### config.mk
export PLATFORM = sky130hd
export DESIGN_NAME = oam_dma_controller
export DESIGN_NICKNAME = d
export VERILOG_FILES = /design/src/rtl/oam_dma_controller.sv
export SDC_FILE = /design/constraint.sdc
export NUM_CORES = 1
export LEC_CHECK = 0
export BUFFER_PORTS_ARGS = -buffer_cell sky130_fd_sc_hd__buf_4
export CAP_MARGIN = 0
export CORE_MARGIN = 3
export CORE_UTILIZATION = 47
export CTS_CLUSTER_DIAMETER = 50
export DETAILED_ROUTE_END_ITERATION = 8
export GPL_TIMING_DRIVEN = 0
export PLACE_DENSITY = 0.78
export SYNTH_ARGS = -nofsm -noshare
export SYNTH_HDL_FRONTEND = slang
export SYNTH_SLANG_ARGS = --single-unit
export TNS_END_PERCENT = 1
### constraint.sdc
create_clock -name i_clk -period 1.74 [get_ports i_clk]
set_input_delay 0 -clock i_clk [delete_from_list [all_inputs] [get_ports i_clk]]
set_output_delay 0 -clock i_clk [all_outputs]
set_load 0.02 [all_outputs]
### src/rtl/oam_dma_controller.sv
// 2A03 sprite DMA: a CPU write to the trigger address stalls the core and copies
// one 256-byte page to the PPU OAM data port, one get/put byte pair at a time.
`timescale 1ns/1ps
module oam_dma_controller #(
    parameter logic [15:0] DMA_TRIGGER_ADDR = 16'h4014,
    parameter logic [15:0] OAM_DATA_ADDR    = 16'h2004
) (
    input  logic        i_clk,
    input  logic        i_reset,
    input  logic        i_clk_en,
    input  logic [15:0] i_cpu_address,
    input  logic        i_cpu_rw,
    input  logic [7:0]  i_cpu_data,
    input  logic [7:0]  i_bus_data,
    output logic        o_rdy,
    output logic        o_dma_active,
    output logic [15:0] o_address,
    output logic        o_rw,
    output logic [7:0]  o_data
);

    typedef enum logic [2:0] {
        StIdle,
        StHalt,
        StAlign,
        StRead,
        StWrite
    } state_e;

    state_e      r_state;
    logic        r_parity;
    logic [7:0]  r_page;
    logic [7:0]  r_index;
    logic [7:0]  r_latch;

    state_e      w_state_next;
    logic [7:0]  w_page_next;
    logic [7:0]  w_index_next;
    logic [7:0]  w_latch_next;
    logic        w_trigger;

    assign w_trigger = !i_cpu_rw && (i_cpu_address == DMA_TRIGGER_ADDR);

    always_ff @(posedge i_clk) begin
        if (i_reset) begin
            r_state  <= StIdle;
            r_parity <= 1'b0;
            r_page   <= 8'h00;
            r_index  <= 8'h00;
            r_latch  <= 8'h00;
        end else if (i_clk_en) begin
            r_state  <= w_state_next;
            r_parity <= ~r_parity;
            r_page   <= w_page_next;
            r_index  <= w_index_next;
            r_latch  <= w_latch_next;
        end
    end

    always_comb begin
        w_state_next = r_state;
        w_page_next  = r_page;
        w_index_next = r_index;
        w_latch_next = r_latch;
        case (r_state)
            StIdle: begin
                if (w_trigger) begin
                    w_page_next  = i_cpu_data;
                    w_index_next = 8'h00;
                    w_state_next = StHalt;
                end
            end
            // Parity after this edge is ~r_parity; READ must land on a get cycle (0).
            StHalt:  w_state_next = r_parity ? StRead : StAlign;
            StAlign: w_state_next = StRead;
            StRead: begin
                w_latch_next = i_bus_data;
                w_state_next = StWrite;
            end
            StWrite: begin
                if (r_index == 8'hFF) begin
                    w_state_next = StIdle;
                end else begin
                    w_index_next = r_index + 8'h01;
                    w_state_next = StRead;
                end
            end
            default: w_state_next = StIdle;
        endcase
    end

    always_comb begin
        o_rdy        = (r_state == StIdle);
        o_dma_active = 1'b0;
        o_address    = 16'h0000;
        o_rw         = 1'b1;
        o_data       = 8'h00;
        case (r_state)
            StRead: begin
                o_dma_active = 1'b1;
                o_address    = {r_page, r_index};
            end
            StWrite: begin
                o_dma_active = 1'b1;
                o_address    = OAM_DATA_ADDR;
                o_rw         = 1'b0;
                o_data       = r_latch;
            end
            default: ;
        endcase
    end

endmodule
==> flow_summary.json <==
{
  "slew_headroom_pct": 68.2,
  "startpoint": "r_state[2]",
  "vias_per_cell": 5.28,
  "dp_slack_ps": -17.8,
  "routed.top_layer": "met4",
  "routedWlPerCell_um": 13.8,
  "dr_wl_met2_um": 2200,
  "crit_end": "o_address[6]",
  "p_clk_share_pct": 36.6,
  "skew_ps": 10.5,
  "switchingPower_uw": 252,
  "status": "complete, no violations",
  "coreArea_um2": 3080,
  "ys_types": 38,
  "dr.pass1.iters": 5,
  "wl_um": 4460,
  "fin_nets": 318,
  "switching_share_pct": 20.8,
  "crit_path_start_kind": "flip-flop",
  "peakVddDrop_mv": 0.294,
  "grt_max_degree": 17,
  "antenna_found_initial": 0,
  "diodes": 0,
  "synth_cells": 197,
  "ys.warnings.count": 0,
  "drt-met1-wl_um": 1960,
  "die_area_um2": 3970,
  "hold_path.class": "input pin to flip-flop",
  "layout.cells.most_common": "buf_4",
  "wl_met3_um": 241,
  "synth_adder_area_share_pct": 0.818,
  "cp_cell_sequence": "buf_6 > and3b_2 > buf_4 > and2_1 > buf_4",
  "min_from": "i_reset",
  "io_buffers": 60,
  "tightest_slew_ps": 477,
  "rr_startpoint": "r_index[0]",
  "grt_pass1_wl_um": 7210,
  "initial_core_util_pct": 49.7,
  "grt.overflow.total": 0,
  "synth-seq-cells": 28,
  "cp_num_buf_inv": 3,
  "synth_top_family_by_area": "simple AND/OR/NAND/NOR gates",
  "combPwrFrac_pct": 10.0,
  "gp_congestion": 0.805,
  "rrSetupSlack_ps": 120,
  "synth_compound_area_share_pct": 20.6,
  "ys.flop_type": "dfxtp_1",
  "grt_pass1_vias": 1584,
  "dp_cells": 301,
  "cp_common_cell": "buf_4",
  "drive_above_1_share_pct": 31.1,
  "yosysSeqAreaShare_pct": 36.7,
  "critPathArrivalTime_ps": 1660,
  "syn-num-nets": 234,
  "cts_tree": "done",
  "path_depth": 5,
  "min_period_over_period_pct": 95.3,
  "final_cell_mix": "66 x buf_4, 27 x nand2_1, 26 x dfxtp_1",
  "synth_simple_gate_area_share_pct": 33.3,
  "rr_endpoint": "r_index[5]",
  "die_x_um": 63.0,
  "synthMuxAreaShare_pct": 0.736,
  "async_flop_share_pct": 0,
  "cp.required_ps": 1740,
  "worst_setup_path_end_kind": "output port",
  "ant_nets": 0,
  "p_leak_nw": 0.920,
  "max_freq_mhz": 603,
  "slew_viol_final": 0,
  "cp_top_family": "simple AND/OR/NAND/NOR gates",
  "die-height_um": 63.0,
  "final-instance-count-excl-fill": 324,
  "cp_max_fo": 10,
  "drtIter0Drc": 92,
  "rsz0062_at_grt": "yes",
  "numCtsBuffers": 3,
  "drc_errors": 0,
  "intPower_uw": 956,
  "finalPower_mw": 1.21,
  "dp_hpwl_um": 2930,
  "root_buffer": "clkbuf_4",
  "io_pins": 63,
  "critPathKind": "flip-flop to output port",
  "fillerInstances": 240,
  "fin_ws_ps": 82.1,
  "area_growth_pct": 50.1,
  "cts.sinks": 28,
  "synth_edf_count": 0,
  "worst_path_largest_cell_delay_ps": 340,
  "clk_latency_ps": 350,
  "clk_pin_slew_worst_paths_ps": 160,
  "setup_viol_count_final": 0,
  "yosys.area_share.xor_xnor_pct": 0.573,
  "h-tree-depth": 1,
  "power_frac_seq_pct": 53.4,
  "avgSynthCellArea_um2": 7.76,
  "rows": 20,
  "syn-cell-area_um2": 1530,
  "grt.total_usage_pct": 22.5,
  "slowest_stage": "dfxtp_1",
  "cap_viol_max_count": 0,
  "post-route-min-period_ps": 1660,
  "power_density_nw_per_um2": 526,
  "vias": 1711,
  "cts_buffer_depth": 2,
  "r2r.worst_path.cells": 5,
  "hold_viol_final": 0
}
-- cell usage after synthesis (2+ instances only) --
cell	number	area, µm²
o22ai_1	3	18.8
nand3_1	8	40.0
a21oi_1	21	105
nor4b_1	2	17.5
buf_2	2	10.0
buf_6	2	22.5
o21ai_0	10	50.1
and2_1	24	150
nand4_1	10	62.6
or2_2	3	18.8
nor2_1	6	22.5
a31oi_1	2	12.5
a211oi_1	2	15.0
o32ai_1	2	17.5
o211ai_1	5	37.5
o21a_1	2	15.0
nand2_1	27	101
clkbuf_1	10	37.5
dfxtp_1	28	561
inv_1	9	33.8
nor3_1	2	10.0
-- per-layer routing --
layer  up-vias  track usage [%]
li1        861                -
met1       782             28.4
met2        63             38.9
met3         5             2.52
met4         0             8.26
met5         -                0
-- registers in the layout, indices dropped and copies added, names as in the netlist --
name and flops:
r_state 3, r_parity 1, r_latch 8, r_index 8, r_page 8
-- power groups by stage --
| stage | sequential (mW) | combinational, mW | clock (mW) |
|---|---|---|---|
| floorplan | 0.659 | 0.0259 | 0 |
| global placement | 0.659 | 0.0901 | 0 |
| detailed placement | 0.659 | 0.0909 | 0 |
| CTS | 0.646 | 0.120 | 0.442 |
| global route | 0.645 | 0.132 | 0.467 |
| finish | 0.644 | 0.121 | 0.442 |
-- cell families after synthesis --
group                      after synthesis
and+or+nand+nor                         91
AOI/OAI and AO/OA                       51
DFF                                     28
buffers and inverters                   24
xor gates and xnor gates                 1
muxes                                    1
adders and majority gates                1
-- worst min-delay path by stage --
stage / end / slack, ps / depth (start not counted)
finish: r_index[4] / 20 / 2
global route: r_index[4] / 30 / 2
CTS: r_index[4] / 20 / 2
detailed placement: r_latch[2] / 260 / 3
global placement: r_latch[3] / 250 / 3
floorplan: r_latch[0] / 140 / 2
-- worst register-to-register path: cells and delay by family (launching register included) --
| kind | cells | cell delay, ps |
|---|---|---|
| AND/OR/NAND/NOR | 2 | 660 |
| flip-flops | 1 | 400 |
| AO/OA/AOI/OAI | 2 | 300 |
| adder cells (fa/ha/maj) | 1 | 210 |
-- cell type report --
class                           instances  area [µm²]  share of cell area [%]
Tap cell                               44        55.1                    2.40
Clock buffer                            3        22.5                   0.981
Multi-Input combinational cell        145         866                    37.7
Clock inverter                          1        30.0                    1.31
Buffer                                 14        81.3                    3.54
Inverter                                9        33.8                    1.47
Timing Repair Buffer                   80         641                    27.9
Sequential cell                        28         566                    24.6
-- what timing repair did --
| action | 4_1_cts | 5_1_grt |
|---|---|---|
| endpoints found under the setup margin | 24 | 35 |
| pin swaps | 0 | 3 |
| resized for setup | 5 | 7 |
| buffers inserted | 0 | 4 |
| hold buffers | 16 | 0 |
| endpoints found under the hold margin | 16 | 0 |
-- metrics by stage --
stage / setup TNS [ps] / hold slack [ps] / cell area (µm²) / util [%]
2_1_floorplan: 0 / 136 / 1530 / -
3_3_place_gp: 0 / 250 / 2030 / 66.1
3_5_place_dp: -48.2 / 259 / 2030 / 66.1
4_1_cts: 0 / 25.0 / 2250 / 73.3
5_1_grt: -104 / 33.9 / 2290 / 74.6
6_report: 0 / 20.3 / 2290 / 74.6
No activity file was read; power rests on OpenSTA's default activity.
